$ cat src/rtl/enc_pkg.sv
// Shared constants and state type for the polynomial encoder/decoder pair.
// Latency: n/a (declarations only).
// Backpressure: n/a.
package enc_pkg;

   localparam int POLY_SIZE_D    = 16;
   localparam int OUTPUT_WIDTH_D = 16;
   localparam int SCALE_FACTOR_D = 2;

   typedef enum logic {
      FILL = 1'b0,
      HOLD = 1'b1
   } enc_state_t;

endpackage

$ cat src/rtl/coeff_scaler.sv
// Scales a binary data word into a coefficient by an exact left shift.
// Latency: combinational.
// Backpressure: none; pure datapath.
module coeff_scaler #(
   parameter int OUTPUT_WIDTH = 16,
   parameter int SCALE_FACTOR = 2
) (
   input  logic [OUTPUT_WIDTH-1:0]              in_data,
   output logic [OUTPUT_WIDTH+SCALE_FACTOR-1:0] coeff
);

   // Zero-extended shift: the result is wide enough that no data bit is lost,
   // so a downstream right shift by SCALE_FACTOR recovers the word exactly.
   assign coeff = {in_data, {SCALE_FACTOR{1'b0}}};

endmodule

$ cat src/rtl/poly_encoder_framer.sv
// Packs POLY_SIZE scaled coefficients into one frame for the polynomial decoder.
// Latency: frame valid the cycle after the last word is accepted; POLY_SIZE+1 cycles/frame min.
// Backpressure: in_ready low while a frame is held; frame held until poly_ready.
// Optional: define ENC_PARTIAL_FLUSH_EN to add a flush input that zero-pads a partial frame.
module poly_encoder_framer
   import enc_pkg::*;
#(
   parameter int POLY_SIZE    = POLY_SIZE_D,
   parameter int OUTPUT_WIDTH = OUTPUT_WIDTH_D,
   parameter int SCALE_FACTOR = SCALE_FACTOR_D,
   localparam int COEFF_W     = OUTPUT_WIDTH + SCALE_FACTOR
) (
   input  logic                          clk,
   input  logic                          rst_n,
   input  logic [OUTPUT_WIDTH-1:0]       in_data,
   input  logic                          in_valid,
   output logic                          in_ready,
`ifdef ENC_PARTIAL_FLUSH_EN
   input  logic                          flush,
`endif
   output logic [COEFF_W*POLY_SIZE-1:0]  poly_coeff,
   output logic                          poly_valid,
   input  logic                          poly_ready,
   output logic [15:0]                   frame_cnt
);

   localparam int IDX_W = (POLY_SIZE > 1) ? $clog2(POLY_SIZE) : 1;
   localparam logic [IDX_W-1:0] LAST_IDX = IDX_W'(POLY_SIZE - 1);

   enc_state_t         state;
   logic [IDX_W-1:0]   idx;
   logic [COEFF_W-1:0] coeff;
   logic               accept;
   logic               flush_go;
   int                 fill_start;

   coeff_scaler #(
      .OUTPUT_WIDTH (OUTPUT_WIDTH),
      .SCALE_FACTOR (SCALE_FACTOR)
   ) u_scaler (
      .in_data (in_data),
      .coeff   (coeff)
   );

   // Ready is gated by reset so nothing is taken while the block is held in reset.
   assign in_ready = rst_n && (state == FILL);
   assign accept   = in_valid && in_ready;

   // Partial-frame flush: pad from the first slot not written this cycle.
   always_comb begin
      flush_go   = 1'b0;
      fill_start = int'(idx) + (accept ? 1 : 0);
`ifdef ENC_PARTIAL_FLUSH_EN
      flush_go   = flush && in_ready && ((idx != '0) || accept);
`endif
   end

   // Framer FSM: fill slots in order, then hold the complete frame until handoff.
   always_ff @(posedge clk) begin
      if (!rst_n) begin
         state      <= FILL;
         idx        <= '0;
         poly_coeff <= '0;
         poly_valid <= 1'b0;
         frame_cnt  <= '0;
      end else begin
         case (state)
            FILL: begin
               // Unwritten slots keep old contents; they are never exposed
               // because the frame is only presented once every slot is fresh.
               for (int k = 0; k < POLY_SIZE; k++) begin
                  if (accept && (k == int'(idx)))
                     poly_coeff[k*COEFF_W +: COEFF_W] <= coeff;
                  else if (flush_go && (k >= fill_start))
                     poly_coeff[k*COEFF_W +: COEFF_W] <= '0;
               end
               if ((accept && (idx == LAST_IDX)) || flush_go) begin
                  idx        <= '0;
                  state      <= HOLD;
                  poly_valid <= 1'b1;
               end else if (accept) begin
                  idx <= idx + 1'b1;
               end
            end
            HOLD: begin
               if (poly_ready) begin
                  state      <= FILL;
                  poly_valid <= 1'b0;
                  frame_cnt  <= frame_cnt + 16'd1;
               end
            end
            default: begin
               state      <= FILL;
               poly_valid <= 1'b0;
            end
         endcase
      end
   end

endmodule
$ cat config.mk
export PLATFORM = sky130hd
export DESIGN_NAME = poly_encoder_framer
export DESIGN_NICKNAME = d
export VERILOG_FILES = /design/src/rtl/enc_pkg.sv /design/src/rtl/coeff_scaler.sv /design/src/rtl/poly_encoder_framer.sv
export SDC_FILE = /design/constraint.sdc
export NUM_CORES = 1
export LEC_CHECK = 0
export CORE_MARGIN = 8
export CORE_UTILIZATION = 35
export CTS_CLUSTER_DIAMETER = 30
export DETAILED_ROUTE_END_ITERATION = 8
export PLACE_DENSITY = 0.59
export SKIP_LAST_GASP = 1
export SYNTH_ARGS = -nofsm -noshare
export SYNTH_HDL_FRONTEND = slang
export SYNTH_HIERARCHICAL = 1
export SYNTH_SLANG_ARGS = --single-unit
$ cat constraint.sdc
create_clock -name clk -period 2.3 [get_ports clk]
set_input_delay 0.23 -clock clk [delete_from_list [all_inputs] [get_ports clk]]
set_output_delay 0.23 -clock clk [all_outputs]
set_load 0.005 [all_outputs]
==> impl_metrics.toml, run 1 <==
[global_routing]
grt_pass1_wl_um = 63800
gr-total-overflow = 0
grt_pass1_vias = 10379
track_usage_pct = 21.5
antenna_found_initial = 1
grt_max_degree = 172

[synthesis]
ys_ff_latch = 310
synth_common_cells = "598 x nand2_1, 310 x dfxtp_1, 294 x a21oi_1"
synth_area_leaders = "dfxtp_1 55%, nand2_1 20%, a21oi_1 13%"
synth_top_cell_by_area = "dfxtp_1"
ys_types = 28
synth_cells = 1445
synth_edf_count = 0
ys_seq_area_share_pct = 54.9
async_flop_share_pct = 0
avgSynthCellArea_sq_um = 7.82
synth_top_area_share_pct = 54.9
syn_area_sq_um = 11300
synthMostInstantiatedCell = "nand2_1"
synth-main-ff-cell = "dfxtp_1"
yosysWarningCount = 6

[run_status]
status = "finished clean"

[detailed_routing]
drtAntennaViolNets = 0
dr.pass1.iters = 5
drt_wl_total_um = 42800
vias = 10859
wl_per_cell_um = 19.3
drt-initial-drc-count = 714
routed_via_density = 4.89
post-route-drc-count = 0

[setup_path]
crit_path_cell_trace = "nor2_1 > clkdlybuf4s50_1"
critPathKind = "flop to output pin"
worst_ep_arrival_time_ps = 1710
path_max_fanout = 15
worst_setup_path_end_kind = "output pin"
crit_buf_inv = 1
cpMaxStageDelayCell = "dfxtp_1"
cpPeakStageDelay_ps = 560
start_kind = "flop"
path_delay_family = "flip-flops"
cp_data_required_time_ps = 2070

[finish]
nets = 1788
area_growth_pct = 52.7
design_area_sq_um = 17300
drive_above_1_share_pct = 9.99
diodes = 0

[hold_path]
hold_path_class = "input port to flop"

[clocking]
clockBufferDepth = 3
root_buffer = "clkbuf_16"
clock-sinks = 310
cts_resized = 0
post_cts_buffers = 0
hold_buffers = 0
cts_tree = "yes"
clkTransAtPathRegs_ps = 40
cts_made_buffers = 71
clock_latency_ps = 550
htree_levels = 3

[timing]
drv_slew = 0
setup_tns_ps = 0
fmax_mhz = 516
finalClockSkew_ps = 17.1
relSlewSlack_pct = 42.3
rsz0062_at_grt = "false"
finalSetupViolCount = 0
hold_viol_final = 0
tightestPinTransition_ps = 866
min_period_ps = 1940
finalCritPeriodShare_pct = 84.2
fin_ws_ps = 364
fin_hold_ws_ps = 438

[die]
fp-row-count = 66
io_pins = 326
die_w_um = 196
die_area_sq_um = 38300
fp.coreArea_sq_um = 32200
die_h_um = 196
start_util_pct = 35.1

[placement]
dp_worst_setup_slack_ps = 269
place_area_sq_um = 14800
hpwl_um = 27200
gp_congestion = 0.793
io_buffers = 325

[power]
p_leak_uw = 0.00585
power_density_nw_per_um2 = 928
finalPower_uw = 16000
vdd_drop_max_uv = 452

[run]
cap_violations = 0
[metrics by stage]
step / utilization [%] / cells
after global routing: 53.6 / 2220
final: 53.6 / 2220
after detailed placement: 46.1 / 2098
after floorplan: - / 1446
after global placement: 46.1 / 2098
after CTS: 53.6 / 2220
[sequential cells by signal, indices dropped and copies added (netlist names)]
| register | cells |
|---|---|
| state | 1 |
| frame_cnt | 16 |
| poly_valid | 1 |
| idx | 4 |
| poly_coeff | 288 |
[tightest hold or removal path: cells and delay by family]
kind                   cells  cell delay (ps)
and+or+nand+nor            1              140
buffers and inverters      1              500
AOI/OAI and AO/OA          1               60
[cell type report]
class / count / area [sq um]
fill: 2934 / 15000
sequential: 310 / 6210
multi-input combinational: 994 / 4410
timing repair buffer: 380 / 3690
clock buffer: 93 / 1970
tap: 408 / 510
clock inverter: 29 / 435
inverter: 6 / 30.0
[where the power goes]
part | switching [uW] | total, uW | internal [uW] | leakage, uW
Clock | 3020 | 10100 | 7080 | 0.00117
Combinational | 335 | 476 | 141 | 0.00218
Sequential | 18.5 | 5440 | 5420 | 0.00250
Total | 3370 | 16000 | 12600 | 0.00585
[logic make-up (layout without fill, tap and decap cells)]
logic type / count (synthesis) / in the layout / share of synthesized area [%]
xor+xnor: 13 / 13 / 1.01
flops: 310 / 310 / 54.9
other cells: 1 / 2 / 0.0332
mux: 2 / 2 / 0.177
compound gates: 297 / 297 / 13.2
simple gates: 675 / 675 / 24.1
fa+ha+maj: 5 / 5 / 0.554
buf+inv: 142 / 508 / 6.09
[placed cells by master, fill, tap and decap left out, drive strengths merged, types with 5 or more instances in the layout]
cell / netlist / layout
a21oi: 294 / 294
buf: 57 / 55
bufinv: 0 / 10
clkbuf: 79 / 93
clkdlybuf4s50: 0 / 325
clkinv: 0 / 12
dfxtp: 310 / 310
ha: 5 / 5
inv: 6 / 9
nand2: 598 / 598
nand2b: 5 / 5
nand3: 11 / 11
nor2: 29 / 29
nor3: 8 / 8
nor4: 6 / 6
xnor2: 12 / 12
[worst paths after layout]
| path | start | end | slack (ps) | depth (start not counted) |
|---|---|---|---|---|
| worst max-delay path | state | in_ready | 360 | 2 |
| worst max register to register | idx[0] | poly_coeff[5] | 520 | 7 |
| worst min-delay path | poly_ready | frame_cnt[1] | 440 | 3 |
| worst min register to register | poly_coeff[197] | poly_coeff[197] | 450 | 2 |
[per-layer routing]
metal  global-route usage [%]  up-vias  part of all wire [%]
li1                         -     5281                     -
met1                     26.7     5102                    43
met2                     33.6      399                    45
met3                     7.23       75                   8.3
met4                     8.96        2                   3.2
met5                        0        -                 0.030
(Power assumes the default switching activity.)
==> run 2, diff against run 1 <==
==> constraint.sdc (replaced) <==
create_clock -name clk -period 1.79 [get_ports clk]
set_input_delay 0.179 -clock clk [delete_from_list [all_inputs] [get_ports clk]]
set_output_delay 0.179 -clock clk [all_outputs]
set_load 0.005 [all_outputs]
==> run 2 against run 1 <==
Register-to-register slack worse by 370 ps. Combinational power is 37% higher. First-iteration DRC count shrank 2.9%. Global-route usage shrank 0.16 points. Clock skew rose by 13 ps. Cell area is 3.1% higher. Hold slack worse by 70 ps. Setup slack got worse by 260 ps. Cell count up 0.72%. Critical endpoint is now frame_cnt[9]. Highest routed layer is now met4.
==> impl_metrics.toml, run 2 (synthesized netlist as in run 1, its figures left out) <==
[finish]
utilization_pct = 55.2
nets = 1798
design_area_sq_um = 17800
top_regs = "poly_coeff x288, frame_cnt x16, idx x4"
stdcell_count = 2236
largest_reg_flops = 288
final_common_cell = "nand2_1"
drive_above_1_share_pct = 11.2
final_cell_mix = "598 x nand2_1, 324 x clkdlybuf4s50_1, 309 x dfxtp_1"
area_growth_pct = 57.4
diodes = 0
regMostFlops = "poly_coeff"

[placement]
gp_congestion = 0.782
place_area_sq_um = 15400
dp_worst_setup_slack_ps = -63.6
hpwl_um = 27500
placedCellCount = 2110
io_buffers = 325

[timing]
fmax_mhz = 594
finalSetupViolCount = 0
fin_ws_ps = 106
finalClockSkew_ps = 30.3
finalCritPeriodShare_pct = 94.1
drv_slew = 0
rsz0062_at_grt = "false"
hold_viol_final = 0
min_period_ps = 1680

[setup_path]
path_max_fanout = 6
critPathKind = "flop to output pin"
crit_buf_inv = 1
cp_data_required_time_ps = 1610
cpPeakStageDelay_ps = 550
start_kind = "flop"
cpMaxStageDelayCell = "clkdlybuf4s50_1"
reg2reg_slack_ps = 150
worst_setup_path_end_kind = "output pin"
worst_ep_arrival_time_ps = 1500
timing.rr.start = "idx[0]"
crit_path_cell_trace = "clkdlybuf4s50_1"
path_delay_family = "buffers and inverters"
r2r_cells = 6
regToRegEndpoint = "poly_coeff[248]"
cp.depth = 1

[power]
sw_frac_of_total_pct = 23.2
finalPower_uw = 20300
switching_power_uw = 4700
vdd_drop_max_uv = 626
power_frac_comb_pct = 3.2
intPower_uw = 15600
power_density_nw_per_um2 = 1140
seq_power_share_pct = 34.4
p_leak_uw = 0.00605
clock_power_share_pct = 62.3

[run_status]
status = "finished clean"

[global_routing]
antenna_found_initial = 0
grt_max_degree = 104
grt_pass1_vias = 10427
gr-total-overflow = 0
grt_pass1_wl_um = 63400
track_usage_pct = 21.3

[die]
die_w_um = 196
fp-row-count = 66
die_area_sq_um = 38300
start_util_pct = 35.1
die_h_um = 196
fp.coreArea_sq_um = 32200
io_pins = 326

[detailed_routing]
dr.pass1.iters = 5
wl_per_cell_um = 19.0
drtAntennaViolNets = 0
vias = 10873
drt-initial-drc-count = 693
drt_wl_total_um = 42500
post-route-drc-count = 0
routed_via_density = 4.86

[clocking]
clockBufferDepth = 3
cts_tree = "yes"
cts_made_buffers = 69
post_cts_buffers = 0
clock-sinks = 310
clock_latency_ps = 560
htree_levels = 3
root_buffer = "clkbuf_16"
clkTransAtPathRegs_ps = 40

[run]
cap_violations = 0

[hold_path]
min_from = "poly_ready"
hold_path_class = "input port to flop"
holdPathEnd = "frame_cnt[1]"
whs_path_depth = 3
[run 2: changes by cell type in the layout (fill, tap and decap cells not counted), sizes merged, moves of 4 or more]
cell      previous run  this run
clkbuf              93        82
buf                 55        67
bufinv              10         6
clkinvlp             4         9
inv                  9        13
clkinv              12        22
[run 2: worst max-delay path by stage]
stage                       from              end
finish              frame_cnt[9]     frame_cnt[9]
global route              idx[0]  poly_coeff[273]
CTS                        state         in_ready
detailed placement         rst_n  poly_coeff[245]
global placement           rst_n  poly_coeff[266]
floorplan                 idx[0]  poly_coeff[223]
[run 2: what timing repair did]
item                                    4_1_cts  5_1_grt
hold buffers                                  0        0
resized for setup                             1        1
endpoints found under the hold margin         0        0
endpoints found under the setup margin        1        1
[run 2: metrics by stage]
step                TNS [ps]  hold slack (ps)
CTS                        0              351
detailed placement     -2570              445
global route               0              420
finish                     0              368
floorplan                  0              339
global placement        -871              440
[run 2: routing by layer]
layer  global-route usage [%]  routed length (um)  up-vias
met5                        0                   0        -
met4                     9.26                1510        0
met3                     6.55                3550       88
met2                     33.8               19700      409
met1                     26.4               17800     5065
li1                         -                   -     5311
[run 2: area by class of cell]
class	instances	area (sq um)
Tap cell	408	510
Clock inverter	44	534
Sequential cell	310	6210
Timing Repair Buffer	392	4230
Clock buffer	82	1860
Multi-Input combinational cell	994	4410
Fill cell	2940	14400
Inverter	6	30.0
[run 2: power by group through the flow]
stage	clock [uW]	sequential, uW	combinational (uW)
finish	12600	6980	653
global route	13300	6980	688
CTS	12800	6980	644
detailed placement	0	7110	643
global placement	0	7110	638
floorplan	0	7110	311
==> run 3, diff against run 2 <==
--- a/config.mk
+++ b/config.mk
@@ -9,6 +9,8 @@
 export CORE_UTILIZATION = 35
 export CTS_CLUSTER_DIAMETER = 30
 export DETAILED_ROUTE_END_ITERATION = 8
+export GPL_ROUTABILITY_DRIVEN = 0
+export HOLD_SLACK_MARGIN = 0.08
 export PLACE_DENSITY = 0.59
 export SKIP_LAST_GASP = 1
 export SYNTH_ARGS = -nofsm -noshare
==> results of run 3 <==
Same layout as run 2: the final DEF is identical, and so are final timing and power.
==> variant, RTL diff (config.mk and constraints of run 2) <==
The option `ENC_PARTIAL_FLUSH_EN` is turned on by a define.
--- a/src/rtl/poly_encoder_framer.sv
+++ b/src/rtl/poly_encoder_framer.sv
@@ -4,2 +4,4 @@
 // Optional: define ENC_PARTIAL_FLUSH_EN to add a flush input that zero-pads a partial frame.
+`define ENC_PARTIAL_FLUSH_EN
+
 module poly_encoder_framer
Ports: changed (added flush); port bits go from 326 to 327. The function was not compared with the original's and may differ.
==> variant against run 2 <==
  * Utilization grew 5.5 points
  * Area after synthesis shrank 3.7%
  * Setup slack lost 780 ps
  * Critical path type is now flip-flop to flip-flop
  * Routed wire length grew 5.4%
  * Via count shrank 8.2%
  * Sequential cell count is the same
  * Sequential share of layout area shrank 1.5 points
  * Cell count shrank 15%
  * The flow now finishes with violations (setup timing)
  * Design area grew 4.5%
Power is not compared: it rests on default switching activity, and its combinational part moved more than twofold at a synthesized area within 25%.
==> variant: results (changes against run 2) <==
Port Buffers: 326 (+0.31%)
fillers: 2500 (-15%)
initial antenna violation count: 0 (unchanged)
clock insertion delay at the later pin of the skew report: 560 ps (about the same)
total track usage: 23.0% (+1.7 points)
Crit. Startpoint: state
initial DRC count: 593 (-14%)
mean routed wirelength per cell: 23.5 um (+24%)
Setup TNS: -172200 ps (-172200 ps)
Tightest Pin Transition: 763 ps
top cells by area, synth: dfxtp_1 57%, a22o_1 11%, o2bb2ai_1 5.8%
Pre-antenna DRT Iters: 4 (-1)
CTS buffer count: 55 (-20%)
clk buf depth: 3 (unchanged)
CP arrival: 2890 ps (+1390 ps)
share of layout cells above drive strength 1: 23.4% (+12 points)
leading cell types by count after synthesis: 310 x dfxtp_1, 138 x a22o_1, 80 x nand2_1, 72 x o2bb2ai_1, 38 x o21ai_0
static leakage: 6.93 nW
Root Buffer: clkbuf_16
status: finished with violations
Vias/cell: 5.23 (+7.6%)
Regs by FF count: poly_coeff x288, frame_cnt x16, idx x4
H-tree depth: 2 (-1)
final net count: 1493 (-17%)
Hold Startpoint: in_data[10]
post-synthesis sequential area ratio: 57.0% (+2.1 points)
first-pass GRT wire length: 65400 um (+3.1%)
maximum fanout along the worst path: 8 (+2)
HP Class: input pin to flip-flop
Netlist cell types: 58 (+110%)
Worst Skew: 21.7 ps (-8.56 ps)
synth warn: 6 (unchanged)
failing checks: setup timing
Worst-path clk slew: 50 ps
Async SR Flop Fraction: 0% (unchanged)
largest net degree at the start of global routing: 37 (-64%)
DP Wirelength: 30500 um (+11%)
placed cell areas: 0.0158 mm2 (+2.4%)
diodes inserted: 0 (unchanged)
setup ws final: -672 ps (-778 ps)
worst vdd ir: 0.845 mV
number of global-route vias before repair: 10304 (-1.2%)
final weighted congestion in routability-driven placement: 0.867 (+11%)
final setup fails: 295 (+295)
## variant: changes by cell type after synthesis, sizes merged, moves of 18 or more
cell,change
a21oi,-285
a22o,+138
and2,+21
buf,+18
clkbuf,-54
inv,+21
nand2,-518
o21ai,+35
o22ai,+38
o2bb2ai,+72
## variant: final timing paths
path | end | slack [ps] | cells after the start
max | poly_coeff[40] | -670 | 13
min | poly_coeff[138] | 370 | 3
max reg2reg | poly_coeff[40] | -670 | 13
min reg2reg | poly_coeff[59] | 450 | 2
## variant: cells by family (layout without fill, tap and decap cells)
kind of cell	after synthesis	count (layout)	share of synthesized area [%]
xor gates and xnor gates	19	19	1.70
and+or+nand+nor	209	209	9.60
other	1	2	0.0345
buffers and inverters	127	630	5.92
adders and majority gates	8	8	0.920
AOI/OAI and AO/OA	332	332	24.8
DFF	310	310	57.0
## variant: layer usage
metal | up-vias | track usage, % | wire length, um
met5 | - | 0 | 0
met4 | 0 | 8.20 | 1170
met3 | 75 | 8.29 | 4510
met2 | 445 | 36.4 | 20300
met1 | 4839 | 28.5 | 18800
li1 | 4617 | - | -
## variant: repair_timing
| item | CTS | global route |
|---|---|---|
| cloned | 9 | 2 |
| endpoints found under the hold margin | 0 | 0 |
| endpoints found under the setup margin | 295 | 296 |
| hold buffers | 0 | 0 |
| resized for setup | 48 | 45 |
| pin swaps | 32 | 14 |
| buffers inserted | 19 | 8 |
## variant: cell type report
| cell class | instances | area share, % |
|---|---|---|
| Inverter | 27 | 0.559 |
| Tap cell | 396 | 2.67 |
| Timing Repair Buffer | 500 | 28.8 |
| Multi-Input combinational cell | 570 | 24.1 |
| Clock inverter | 34 | 2.52 |
| Clock buffer | 69 | 7.96 |
| Sequential cell | 310 | 33.4 |
## variant: stage by stage
step	std cells	hold slack, ps	total power [mW]	util [%]	setup slack (ps)
floorplan	1007	389	7.66	-	-654
global placement	1767	434	8.28	51.5	-1020
detailed placement	1767	439	8.28	51.5	-1050
CTS	1897	361	19.3	59.9	-710
global route	1906	380	19.8	60.8	-766
finish	1906	371	19.2	60.8	-672
## variant: critical path, stage by stage, from the launching register on
cell and delay [ps]:
dfxtp_4 360, and2b_2 240, nand2_4 70, inv_4 40, ha_4 150, ha_4 170, buf_4 130, and3_4 150
buf_6 120, nor3_4 180, nand4_1 150, o311a_4 200, buf_8 160, a22o_1 210
## variant: power by group
part / leakage, nW / internal [mW] / switching, mW
registers: 2.50 / 6.95 / 0.0279
logic: 3.49 / 0.657 / 0.771
clock network: 0.944 / 7.19 / 3.62
